File: src/rtl/mem_arbiter.sv
// Two-requester arbiter for the shared data-memory port. Instruction fetch
// (imem) and the write buffer (dmem) post single-cycle request pulses; at
// most one transaction is outstanding and each response is routed back to
// its owner. Data side has priority, bounded by a starvation limit for fetch.
module mem_arbiter #(
  parameter int unsigned starve_limit = 4,
  parameter int unsigned cnt_width    = 3
) (
  input  logic        clk,
  input  logic        rst,
  // fetch request / response
  input  logic        imem_in_valid,
  input  logic        imem_in_fence,
  input  logic [31:0] imem_in_addr,
  input  logic [31:0] imem_in_wdata,
  input  logic [3:0]  imem_in_wstrb,
  output logic        imem_out_ready,
  output logic [31:0] imem_out_rdata,
  // write-buffer request / response
  input  logic        dmem_in_valid,
  input  logic        dmem_in_fence,
  input  logic [31:0] dmem_in_addr,
  input  logic [31:0] dmem_in_wdata,
  input  logic [3:0]  dmem_in_wstrb,
  output logic        dmem_out_ready,
  output logic [31:0] dmem_out_rdata,
  // shared memory port
  input  logic        mem_out_ready,
  input  logic [31:0] mem_out_rdata,
  output logic        mem_in_valid,
  output logic        mem_in_instr,
  output logic        mem_in_fence,
  output logic [31:0] mem_in_addr,
  output logic [31:0] mem_in_wdata,
  output logic [3:0]  mem_in_wstrb,
  output logic        proto_err
);

  typedef enum logic [1:0] {StIdle, StBusyI, StBusyD} state_e;

  typedef struct packed {
    logic        fence;
    logic [31:0] addr;
    logic [31:0] wdata;
    logic [3:0]  wstrb;
  } req_t;

  localparam logic [cnt_width-1:0] CntLimit = cnt_width'(starve_limit);

  state_e               state_q, state_d;
  logic                 ipend_vld_q, ipend_vld_d;
  logic                 dpend_vld_q, dpend_vld_d;
  req_t                 ipend_q, ipend_d;
  req_t                 dpend_q, dpend_d;
  logic [cnt_width-1:0] cnt_q, cnt_d;
  logic                 proto_err_q, proto_err_d;

  req_t i_in, d_in, i_req, d_req, g_req;
  logic issue, i_busy, d_busy, i_new, d_new, i_cand, d_cand, grant_i, grant_d;

  // Candidate selection, grant, pending-buffer and counter next state.
  always_comb begin
    i_in    = '{fence: imem_in_fence, addr: imem_in_addr, wdata: imem_in_wdata,
                wstrb: imem_in_wstrb};
    d_in    = '{fence: dmem_in_fence, addr: dmem_in_addr, wdata: dmem_in_wdata,
                wstrb: dmem_in_wstrb};
    // Reset gates issue so mem_in stays quiet while rst is held.
    issue   = !rst && ((state_q == StIdle) || mem_out_ready);
    // A side is busy if it still owns an unanswered request.
    i_busy  = ipend_vld_q || ((state_q == StBusyI) && !mem_out_ready);
    d_busy  = dpend_vld_q || ((state_q == StBusyD) && !mem_out_ready);
    i_new   = imem_in_valid && !i_busy;
    d_new   = dmem_in_valid && !d_busy;
    i_cand  = ipend_vld_q || i_new;
    d_cand  = dpend_vld_q || d_new;
    i_req   = ipend_vld_q ? ipend_q : i_in;
    d_req   = dpend_vld_q ? dpend_q : d_in;
    grant_i = issue && i_cand && (!d_cand || (cnt_q == CntLimit));
    grant_d = issue && d_cand && !grant_i;
    g_req   = grant_i ? i_req : (grant_d ? d_req : '0);

    state_d = state_q;
    if (issue) begin
      if (grant_i)      state_d = StBusyI;
      else if (grant_d) state_d = StBusyD;
      else              state_d = StIdle;
    end

    ipend_vld_d = ipend_vld_q;
    ipend_d     = ipend_q;
    if (grant_i) begin
      ipend_vld_d = 1'b0;
    end else if (i_new) begin
      ipend_vld_d = 1'b1;
      ipend_d     = i_in;
    end

    dpend_vld_d = dpend_vld_q;
    dpend_d     = dpend_q;
    if (grant_d) begin
      dpend_vld_d = 1'b0;
    end else if (d_new) begin
      dpend_vld_d = 1'b1;
      dpend_d     = d_in;
    end

    cnt_d = cnt_q;
    if (grant_i || !i_cand) begin
      cnt_d = '0;
    end else if (grant_d && (cnt_q != CntLimit)) begin
      cnt_d = cnt_q + cnt_width'(1);
    end

    proto_err_d = proto_err_q || (imem_in_valid && i_busy) || (dmem_in_valid && d_busy);
  end

  // Memory request and owner-routed responses.
  always_comb begin
    mem_in_valid   = grant_i || grant_d;
    mem_in_instr   = grant_i;
    mem_in_fence   = g_req.fence;
    mem_in_addr    = g_req.addr;
    mem_in_wdata   = g_req.wdata;
    mem_in_wstrb   = g_req.wstrb;
    imem_out_ready = 1'b0;
    imem_out_rdata = '0;
    dmem_out_ready = 1'b0;
    dmem_out_rdata = '0;
    if (state_q == StBusyI) begin
      imem_out_ready = mem_out_ready;
      imem_out_rdata = mem_out_rdata;
    end else if (state_q == StBusyD) begin
      dmem_out_ready = mem_out_ready;
      dmem_out_rdata = mem_out_rdata;
    end
    proto_err = proto_err_q;
  end

  // State, pending buffers, starvation counter and sticky error flag.
  always_ff @(posedge clk or posedge rst) begin
    if (rst) begin
      state_q     <= StIdle;
      ipend_vld_q <= 1'b0;
      dpend_vld_q <= 1'b0;
      ipend_q     <= '0;
      dpend_q     <= '0;
      cnt_q       <= '0;
      proto_err_q <= 1'b0;
    end else begin
      state_q     <= state_d;
      ipend_vld_q <= ipend_vld_d;
      dpend_vld_q <= dpend_vld_d;
      ipend_q     <= ipend_d;
      dpend_q     <= dpend_d;
      cnt_q       <= cnt_d;
      proto_err_q <= proto_err_d;
    end
  end

endmodule

File: config.mk
export PLATFORM = sky130hd
export DESIGN_NAME = mem_arbiter
export DESIGN_NICKNAME = d
export VERILOG_FILES = /design/src/rtl/mem_arbiter.sv
export SDC_FILE = /design/constraint.sdc
export NUM_CORES = 1
export LEC_CHECK = 0
export CAP_MARGIN = 20
export CORE_MARGIN = 2
export CORE_UTILIZATION = 48
export CTS_BUF_LIST = sky130_fd_sc_hd__clkbuf_8 sky130_fd_sc_hd__clkbuf_16
export DETAILED_ROUTE_END_ITERATION = 10
export PLACE_DENSITY = 0.88
export SYNTH_ARGS = -nofsm -noshare
export SYNTH_HDL_FRONTEND = slang
export SYNTH_SLANG_ARGS = --single-unit
File: constraint.sdc
create_clock -name clk -period 20.9 [get_ports clk]
set_input_delay 4.18 -clock clk [delete_from_list [all_inputs] [get_ports clk]]
set_output_delay 4.18 -clock clk [all_outputs]
set_load 0.01 [all_outputs]
# Yosys cells after proc, flatten, opt, wreduce, memory -nomap -nowiden
# Index checks and enable logic that the tools add are counted.
# W data, S select, Z words.
[classes] addsub=1 n_reduce_logical=35 bitwise=2 muxes=18 eq_ne=4
[ops] operator="$mux W69" count=4
[ops] operator="$mux W32" count=3
[ops] operator="$logic_and A1 B1 Y1" count=12
[ops] operator="$logic_or A1 B1 Y1" count=10
[ops] operator="$logic_not A1 Y1" count=7
[ops] operator="$mux W1" count=7
[ops] operator="$mux W3" count=2
[ops] operator="$reduce_bool A2 Y1" count=3
[ops] operator="$mux W2" count=2
[ops] operator="$reduce_and A2 Y1" count=2
[ops] operator="$add A3 B1 Y3 const B" count=1
[ops] operator="$eq A3 B3 Y1 const B" count=1
[ops] operator="$ne A3 B3 Y1 const B" count=1
[ops] operator="$eq A2 B1 Y1 const B" count=1
[ops] operator="$eq A2 B2 Y1 const B" count=1
[ops] operator="$logic_not A2 Y1" count=1
[ops] operator="$not A1 Y1" count=2
[totals] reg_bits=146 input_bits=175 elab_cells=73

# Longest topological paths before layout
# Gate-level depths: netlist (run 1).
[logic_depth] word_depth=14 depth_mapped=9

# Least setup slack after synthesis (run 1)
# OpenSTA, ideal clock, no wires.
[synth_timing] path_kind="input -> output" start="input port rst" end="output port mem_in_addr[23]" stages=6 path_slack_ns=7.706 arrival_ns=9.014 cell_sequence="inv_1 nand2_1 or3_1 clkbuf_1 clkbuf_1 o22ai_1"
[synth_via] elab_chain_cells=8 elab_cells_between_ends=9 classes_between="2 x mux; 7 x reduce/logical"
[synth_rtl] element="start, declared" line="10" rtl="input logic rst,"
[synth_rtl] element="$logic_not A1 Y1 (no source line) (*)"
[synth_rtl] element="$logic_and A1 B1 Y1 (*)" line="68" rtl="issue = !rst && ((state_q == StIdle) || mem_out_ready);"
[synth_rtl] element="$logic_and A1 B1 Y1 (2 in a row)" line="78" rtl="grant_i = issue && i_cand && (!d_cand || (cnt_q == CntLimit));"
[synth_rtl] element="$logic_not A1 Y1" line="79" rtl="grant_d = issue && d_cand && !grant_i;"
[synth_rtl] element="$logic_and A1 B1 Y1" line="79"
[synth_rtl] element="$mux W69" line="80" rtl="g_req = grant_i ? i_req : (grant_d ? d_req : '0);"
[synth_rtl] element="$mux W69 (*)" line="80"
[synth_rtl] element="end, declared" line="33" rtl="output logic [31:0] mem_in_addr,"
# Every way passes the cells marked *; elsewhere a longest branch is shown, timed or not.

# Worst setup path in the final report (run 1)
[layout_timing] start="input port rst" end="output port mem_in_wdata[9]"
[layout_via] elab_chain_cells=8 elab_cells_between_ends=9 classes_between="2 x mux; 7 x reduce/logical"
[layout_rtl] element="$logic_not A1 Y1 (no source line) (*)"
[layout_rtl] element="$logic_and A1 B1 Y1 (*)" line="68"
[layout_rtl] element="$logic_and A1 B1 Y1 (2 in a row)" line="78"
[layout_rtl] element="$logic_not A1 Y1" line="79"
[layout_rtl] element="$logic_and A1 B1 Y1" line="79"
[layout_rtl] element="$mux W69" line="80"
[layout_rtl] element="$mux W69 (*)" line="80"
[layout_rtl] element="end, declared" line="34" rtl="output logic [31:0] mem_in_wdata,"
# Marked as above.

==> impl_metrics.ini, run 1 <==
[synthesis]
synth_async_sr_flop_share = 1.00
netlist_instances = 655
yosysTopAreaCell = dfrtp_1
synth_fp_nets = 832
synth-xor-area-share = 0.00110
synth.top_cells.by_area = dfrtp_1 (46%), mux2_2 (18%), mux2i_1 (17%)
synth_compound_area_frac = 0.0638
ys_types = 35
seq_area_frac_synth = 0.457
avgSynthCellArea_sq_um = 12.2
synth-simple-area-share = 0.0704
yosys_warnings = 0
synth_top_family_by_area = multiplexers
synth-edff-count = 0
netlist_area_sq_mm = 0.00800
synthFlopType = dfrtp_1
synth_adder_area_share = 0.00313
yosys.area.top_type_share = 0.457
synthMuxAreaShare = 0.372
ys_ff_latch = 146

[power_and_ir_drop]
p_sw_frac = 0.335
seqPwrFrac = 0.328
combPwrFrac = 0.486
ir_worst_vdd_v = 0.0000755
p_int_mw = 1.08
pwr-share-clk = 0.186
switchingPower_mw = 0.541
power_density_mw_per_mm2 = 137
p_leak_nw = 5.23

[critical_path]
startpoint = rst
crit_path_max_fanout = 95
arrival_ns = 7.56
reg2reg_slack_ns = 17.13
startpoint_type = input port
cp.required_ns = 16.72
endpoint_kind = primary output
path_class = in -> out
reg2reg_from = dpend_vld_q

[clock_network]
path_clk_slew_ns = 0.06
clkLatencyLatePin_ns = 0.42
cts_num_sinks = 146
clockBufferDepth = 2
cts_tree = done
htree_levels = 4
cts_resized = 0
cts_setup_buffers = 0
holdBufCountCts = 0
cts_made_buffers = 17
cts-root-buf = clkbuf_16

[drt]
vias = 6389
drt_iter0_markers = 237
drc = 0
drt-vias-per-instance = 5.41
wl_per_cell_um = 19.5
drt_pass1_iterations = 5
ant_nets = 0
wl_um = 23000

[global_routing]
grt.total_usage = 0.262
grt_pass1_wl_um = 35900
grt_max_degree = 96
grt_pass1_vias = 6564
antenna_found_initial = 6
grt-ovfl-total = 0

[floorplan]
dieArea_sq_mm = 0.0177
start_util = 0.487
die_w_um = 133
core_area_sq_mm = 0.0164
row_count = 47
die_h_um = 133
io-pin-count = 313

[sta]
setup_viol = 0
timing_hold_violations_final = 0
hold_slack_ns = 0.486
timing.fmax_mhz = 85.2
grt_setup_unrepaired = no
period_share = 0.562
max_slew_margin = 0.276
worstMarginPinSlew_ns = 1.09
fin_skew_ns = 0.00981
final-max-slew-violation-count = 0
fin_ws_ns = 9.16
setup-tns-final_ns = 0
period_needed_ns = 11.74

[placed_design]
place_area_sq_mm = 0.0112
post-place-ws_ns = 9.16
port_buffers = 312
place_hpwl_um = 16100
gp_congestion = 0.849

[final_layout]
drive_above_1_share = 0.193
finalInstanceArea_sq_mm = 0.0118
fin_nets = 1118
syn_to_final_growth_pct = 48.1
fill_cells = 1182

[status]
status = finished clean

[hold_path]
hold_path.startpoint = proto_err
hold_class = reg -> reg

[job]
cap_violations = 0
layout by cell type, fill, tap and decap left out, drive strengths merged, types with 5 or more instances in the layout:
cell / count
nand2: 6
dfrtp: 146
mux2: 138
clkinv: 5
mux2i: 138
inv: 7
clkbuf: 21
nor2: 7
buf: 8
diode: 6
o22ai: 69
clkdlybuf4s50: 312
and2: 67
worst max-delay path: stages:
cell             delay (ns)
clkdlybuf4s50_1        0.47
inv_6                  0.63
nand2_1                0.36
or3_2                  0.55
buf_4                  0.37
o22ai_1                0.29
clkdlybuf4s50_1        0.62
path summary, 6_finish.rpt:
kind | end | cells past startpoint
setup reg to reg | cnt_q[2] | 7
min in group asynchronous | ipend_q[64] | 2
setup / recovery | mem_in_wdata[9] | 7
hold / removal | proto_err | 1
max in group asynchronous | dpend_vld_q | 3
hold reg to reg | proto_err | 1
flip-flops by register name, summed over array words and instances, names as in the netlist:
| name | count |
|---|---|
| dpend_vld_q | 1 |
| dpend_q | 69 |
| ipend_q | 69 |
| ipend_vld_q | 1 |
| cnt_q | 3 |
| proto_err | 1 |
| state_q | 2 |
layout make-up:
cell class,instances,area (sq um),area share
timing repair buffer,320,3180,0.269
sequential,146,3660,0.309
multi-input combinational,451,4090,0.346
clock buffer,21,480,0.0406
antenna,6,15.0,0.00127
inverter,5,23.8,0.00201
clock inverter,11,111,0.00940
tap,220,275,0.0232
logic make-up after synthesis:
group	count (synthesis)
mux	276
flops	146
simple gates	93
compound gates	79
buf+inv	58
fa+ha+maj	2
xor+xnor	1
metrics by stage:
stage / total power, mW / instances / util
final: 1.62 / 1180 / 0.722
after global routing: 1.71 / 1180 / 0.722
after CTS: 1.63 / 1174 / 0.721
after detailed placement: 1.32 / 1142 / 0.685
after global placement: 1.30 / 1142 / 0.685
after floorplan: 1.01 / 655 / -
power by group through the flow:
stage	clock network (mW)	logic [mW]	registers (mW)
floorplan	0	0.528	0.480
global placement	0	0.774	0.521
detailed placement	0	0.788	0.531
CTS	0.306	0.791	0.528
global route	0.319	0.844	0.548
finish	0.301	0.786	0.530
synth_stat cells (2+ instances only):
master    count
dfrtp_1     146
mux2i_1     138
mux2_2      128
o22ai_1      69
and2_1       67
clkbuf_1     30
buf_2        19
mux2_4       10
nor2_1        7
nand2_1       6
inv_1         5
buf_6         3
ha_1          2
nand3b_1      2
nor2b_1       2
o21ai_0       2
routing by layer:
layer / vias up / wire length [um] / track usage
met5: - / 0 / 0
met4: 0 / 901 / 0.140
met3: 49 / 1300 / 0.0609
met2: 231 / 12000 / 0.459
met1: 3133 / 8800 / 0.296
li1: 2976 / - / -
Power figures use the tool's default switching activity.
==> inputs of run 2 (changes only) <==
--- a/config.mk
+++ b/config.mk
@@ -7,10 +7,10 @@
 export LEC_CHECK = 0
 export CAP_MARGIN = 20
 export CORE_MARGIN = 2
-export CORE_UTILIZATION = 48
+export CORE_UTILIZATION = 44
 export CTS_BUF_LIST = sky130_fd_sc_hd__clkbuf_8 sky130_fd_sc_hd__clkbuf_16
 export DETAILED_ROUTE_END_ITERATION = 10
-export PLACE_DENSITY = 0.88
+export PLACE_DENSITY = 0.82
 export SYNTH_ARGS = -nofsm -noshare
 export SYNTH_HDL_FRONTEND = slang
 export SYNTH_SLANG_ARGS = --single-unit
==> constraint.sdc (replaced) <==
create_clock -name clk -period 12.1 [get_ports clk]
set_input_delay 2.42 -clock clk [delete_from_list [all_inputs] [get_ports clk]]
set_output_delay 2.42 -clock clk [all_outputs]
set_load 0.01 [all_outputs]
==> run 2 against run 1 <==
Sequential power grew 71%. Register-to-register slack lost 8.1 ns. Wire length grew 0.70%. Clock skew is essentially flat. Sequential cell count is the same. Critical path depth is the same. Non-clock buffer count is the same. Design area grew 0.16%. Cell count grew 0.42%. Critical endpoint is now mem_in_wdata[29]. Largest power group unchanged.
==> impl_metrics.ini, run 2 (same netlist as run 1, synthesis figures left out) <==
[global_routing]
grt_pass1_wl_um = 36200
grt-ovfl-total = 0
grt_max_degree = 88
antenna_found_initial = 2
grt.total_usage = 0.240
grt_pass1_vias = 6675

[floorplan]
die_h_um = 139
core_area_sq_mm = 0.0179
die_w_um = 139
start_util = 0.447
dieArea_sq_mm = 0.0193
io-pin-count = 313
row_count = 49

[final_layout]
finalInstanceArea_sq_mm = 0.0119
final_cell_mix = clkdlybuf4s50_1 (312), dfrtp_1 (144), mux2i_1 (138), mux2_2 (128), o22ai_1 (69)
final_cells = 1185
fin_nets = 1118
reg.largest.list = dpend_q: 69 flops, ipend_q: 69 flops, cnt_q: 3 flops
fill_cells = 1386
drive_above_1_share = 0.194
syn_to_final_growth_pct = 48.3
final_common_cell = clkdlybuf4s50_1

[power_and_ir_drop]
seqPwrFrac = 0.320
p_leak_nw = 5.21
p_int_mw = 1.86
combPwrFrac = 0.487
pwr-share-clk = 0.193
p_total_mw = 2.83
switchingPower_mw = 0.964
power_density_mw_per_mm2 = 238
p_sw_frac = 0.341
ir_worst_vdd_v = 0.000123

[clock_network]
cts_setup_buffers = 0
cts-root-buf = clkbuf_16
cts_tree = done
clockBufferDepth = 2
cts_num_sinks = 146
htree_levels = 4
clkLatencyLatePin_ns = 0.43
holdBufCountCts = 0
cts_made_buffers = 17
cts_resized = 0
path_clk_slew_ns = 0.06

[critical_path]
r2r_end = dpend_q[62]
crit_cells = 7
reg2reg_from = dpend_vld_q
crit_path_cell_trace = clkdlybuf4s50_1, inv_6, nand2_1, or3_2, buf_4, o22ai_1, clkdlybuf4s50_1
slowest_delay_ns = 0.79
cp_slowest_cell = or3_2
worstRegToRegCells = 3
reg2reg_slack_ns = 8.98
crit_path_max_fanout = 87
crit_top_cell = clkdlybuf4s50_1
endpoint_kind = primary output
critical_path_buf_inv_count = 4
startpoint = rst
path_class = in -> out
crit_family = buffers and inverters
startpoint_type = input port
cp.required_ns = 9.68
arrival_ns = 5.87
worstSetupEndpoint = mem_in_wdata[29]

[sta]
fin_skew_ns = 0.00952
max_slew_margin = 0.269
hold_slack_ns = 0.493
setup-tns-final_ns = 0
period_needed_ns = 8.29
period_share = 0.685
worstMarginPinSlew_ns = 1.10
timing.fmax_mhz = 121
timing_hold_violations_final = 0
final-max-slew-violation-count = 0
setup_viol = 0
grt_setup_unrepaired = no

[drt]
drt_iter0_markers = 252
drc = 0
wl_per_cell_um = 19.5
ant_nets = 0
drt-vias-per-instance = 5.39
drt_pass1_iterations = 4
vias = 6391
wl_um = 23100

[placed_design]
port_buffers = 312
place_hpwl_um = 16800
place_area_sq_mm = 0.0112
gp_congestion = 0.866
placed_cells = 1151

[job]
cap_violations = 0

[hold_path]
hold_class = reg -> reg

[status]
status = finished clean
-- run 2: cell types whose count changed in the layout (fill, tap and decap cells not counted) --
cell,change
diode_2,-4
inv_8,+1
inv_1,-1
inv_6,+3
bufinv_16,+1
clkinv_4,-1
clkbuf_8,-4
clkinv_2,-4
clkinvlp_4,+5
-- run 2: area by class of cell --
type	instances	area (sq um)	share of cell area
multi-input cells	451	4090	0.345
flip-flops and latches	146	3660	0.309
repair buffers	320	3180	0.268
clock buffers	17	425	0.0359
well taps	229	287	0.0242
clock inverters	15	184	0.0155
inverters	5	23.8	0.00200
diodes	2	5.00	0.000422
-- run 2: worst min-delay path by stage --
stage          slack [ns]  depth (start not counted)         from     endpoint
3_5_place_dp         0.48                          1    proto_err    proto_err
6_report             0.49                          1    proto_err    proto_err
5_1_grt              0.51                          1  dpend_q[19]  dpend_q[19]
2_1_floorplan        0.48                          1  dpend_q[35]  dpend_q[35]
4_1_cts              0.50                          1    proto_err    proto_err
3_3_place_gp         0.46                          1    proto_err    proto_err
-- run 2: per-stage QoR --
stage                     setup WS (ns)   util
after floorplan                    2.43      -
after global placement             3.81  0.628
after detailed placement           3.71  0.628
after CTS                          3.71  0.662
after global routing               3.50  0.663
final                              3.81  0.663
-- run 2: metal layers --
metal | part of all wire | wire length [um] | track usage
met5 | 0 | 0 | 0
met4 | 0.049 | 1130 | 0.130
met3 | 0.063 | 1450 | 0.0635
met2 | 0.51 | 11900 | 0.423
met1 | 0.37 | 8650 | 0.265
-- run 2: power groups by stage --
stage | Combinational (mW) | Sequential, mW | Clock [mW]
6_report | 1.38 | 0.906 | 0.545
5_1_grt | 1.48 | 0.939 | 0.576
4_1_cts | 1.39 | 0.907 | 0.557
3_5_place_dp | 1.38 | 0.915 | 0
3_3_place_gp | 1.37 | 0.897 | 0
2_1_floorplan | 0.912 | 0.828 | 0
==> inputs of run 3 (changes only) <==
--- a/config.mk
+++ b/config.mk
@@ -7,10 +7,10 @@
 export LEC_CHECK = 0
 export CAP_MARGIN = 20
 export CORE_MARGIN = 2
-export CORE_UTILIZATION = 44
+export CORE_UTILIZATION = 40
 export CTS_BUF_LIST = sky130_fd_sc_hd__clkbuf_8 sky130_fd_sc_hd__clkbuf_16
 export DETAILED_ROUTE_END_ITERATION = 10
-export PLACE_DENSITY = 0.82
+export PLACE_DENSITY = 0.78
 export SYNTH_ARGS = -nofsm -noshare
 export SYNTH_HDL_FRONTEND = slang
 export SYNTH_SLANG_ARGS = --single-unit
==> constraint.sdc (replaced) <==
create_clock -name clk -period 7.3 [get_ports clk]
set_input_delay 1.46 -clock clk [delete_from_list [all_inputs] [get_ports clk]]
set_output_delay 1.46 -clock clk [all_outputs]
set_load 0.01 [all_outputs]
==> run 3 against run 2 <==
Count of clock-buffer cells in the layout rose by 1. Design area is 0.47% higher. First-iteration DRC count is 1.2% lower. Clock skew is 0.0034 ns higher. Hold slack worse by 0.0027 ns. Global-route usage decreased by 1.7 points. Via count down 0.13%. Register-to-register slack got worse by 4.8 ns. Setup slack worse by 2.8 ns. Clock power is 54% higher. Non-clock buffer count rose by 2.
==> impl_metrics.ini, run 3 (same netlist as run 1, synthesis figures left out) <==
[status]
status = finished clean

[final_layout]
finalInstanceArea_sq_mm = 0.0119
final_cell_mix = clkdlybuf4s50_1 (312), dfrtp_1 (144), mux2i_1 (138), mux2_2 (128), o22ai_1 (69)
drive_above_1_share = 0.196
reg.largest.list = dpend_q: 69 flops, ipend_q: 69 flops, cnt_q: 3 flops
fin_nets = 1120
syn_to_final_growth_pct = 49.0
final_common_cell = clkdlybuf4s50_1
fill_cells = 1629

[sta]
worstMarginPinSlew_ns = 1.06
period_needed_ns = 6.26
setup_viol = 0
grt_setup_unrepaired = no
final-max-slew-violation-count = 0
period_share = 0.858
timing.fmax_mhz = 160
fin_skew_ns = 0.0129
timing_hold_violations_final = 0
setup-tns-final_ns = 0
max_slew_margin = 0.292

[clock_network]
cts-root-buf = clkbuf_16
path_clk_slew_ns = 0.06
cts_setup_buffers = 0
holdBufCountCts = 0
cts_num_sinks = 146
cts_resized = 0
cts_tree = done
htree_levels = 4
clkLatencyLatePin_ns = 0.42
cts_made_buffers = 17
clockBufferDepth = 2

[drt]
wl_per_cell_um = 19.2
drt_pass1_iterations = 5
vias = 6383
ant_nets = 0
drt_iter0_markers = 249
wl_um = 23500
drt-vias-per-instance = 5.21
drc = 0

[floorplan]
start_util = 0.410
io-pin-count = 313
dieArea_sq_mm = 0.0211
die_h_um = 145
core_area_sq_mm = 0.0195
row_count = 51
die_w_um = 145

[global_routing]
grt-ovfl-total = 0
grt.total_usage = 0.223
grt_pass1_vias = 6609
grt_max_degree = 145
grt_pass1_wl_um = 37300
antenna_found_initial = 3

[power_and_ir_drop]
p_int_mw = 3.04
ir_worst_vdd_v = 0.000192
switchingPower_mw = 1.59
combPwrFrac = 0.496
pwr-share-clk = 0.182
seqPwrFrac = 0.322
power_density_mw_per_mm2 = 388
p_leak_nw = 5.23
p_sw_frac = 0.344

[critical_path]
startpoint_type = input port
cp.required_ns = 5.84
endpoint_kind = primary output
crit_path_max_fanout = 50
arrival_ns = 4.80
path_class = in -> out

[placed_design]
gp_congestion = 0.813
place_hpwl_um = 16600
place_area_sq_mm = 0.0113
port_buffers = 312

[job]
cap_violations = 0

[hold_path]
hold_class = reg -> reg
run 3: cell type report:
type / instances / area (sq um) / share of cell area
clock buffer: 18 / 439 / 0.0369
multi-input combinational: 451 / 4090 / 0.343
tap: 265 / 332 / 0.0278
clock inverter: 14 / 128 / 0.0107
antenna: 3 / 7.51 / 0.000630
sequential: 146 / 3660 / 0.307
timing repair buffer: 322 / 3240 / 0.271
inverter: 5 / 22.5 / 0.00189
run 3: metrics by stage:
stage | power, mW | hold slack (ns) | std cells | util | setup WS [ns]
5_1_grt | 4.92 | 0.515 | 1222 | 0.610 | 0.819
2_1_floorplan | 2.89 | 0.479 | 655 | - | 0.905
3_3_place_gp | 3.76 | 0.460 | 1187 | 0.579 | 1.22
3_5_place_dp | 3.81 | 0.489 | 1187 | 0.579 | 1.07
4_1_cts | 4.67 | 0.501 | 1219 | 0.608 | 1.04
6_report | 4.63 | 0.491 | 1224 | 0.610 | 1.04
run 3: worst paths after layout:
path,start,endpoint,slack [ns],depth (start not counted)
max,mem_out_ready,mem_in_addr[16],1.04,7
min,proto_err,proto_err,0.49,1
max reg2reg,dpend_vld_q,state_q[0],4.22,5
min reg2reg,proto_err,proto_err,0.49,1
max in group asynchronous,rst,dpend_q[56],4.92,3
min in group asynchronous,rst,ipend_q[62],1.31,2
run 3: power groups by stage:
stage | clock network, mW | registers [mW] | logic, mW
detailed placement | 0 | 1.50 | 2.31
global route | 0.898 | 1.55 | 2.47
finish | 0.842 | 1.49 | 2.30
global placement | 0 | 1.48 | 2.28
CTS | 0.864 | 1.49 | 2.31
floorplan | 0 | 1.37 | 1.51
run 3: layer usage:
layer	vias up	GRT usage	share of wire
met5	-	0	0
met4	0	0.0711	0.027
met3	34	0.0611	0.061
met2	225	0.402	0.51
met1	3146	0.258	0.40
li1	2978	-	-
run 3: worst max-delay path, stage by stage:
cell,delay [ns]
clkdlybuf4s50_1,0.58
nor4b_1,0.10
a211oi_1,0.60
or3_2,0.93
buf_4,0.41
o22ai_1,0.15
clkdlybuf4s50_1,0.50
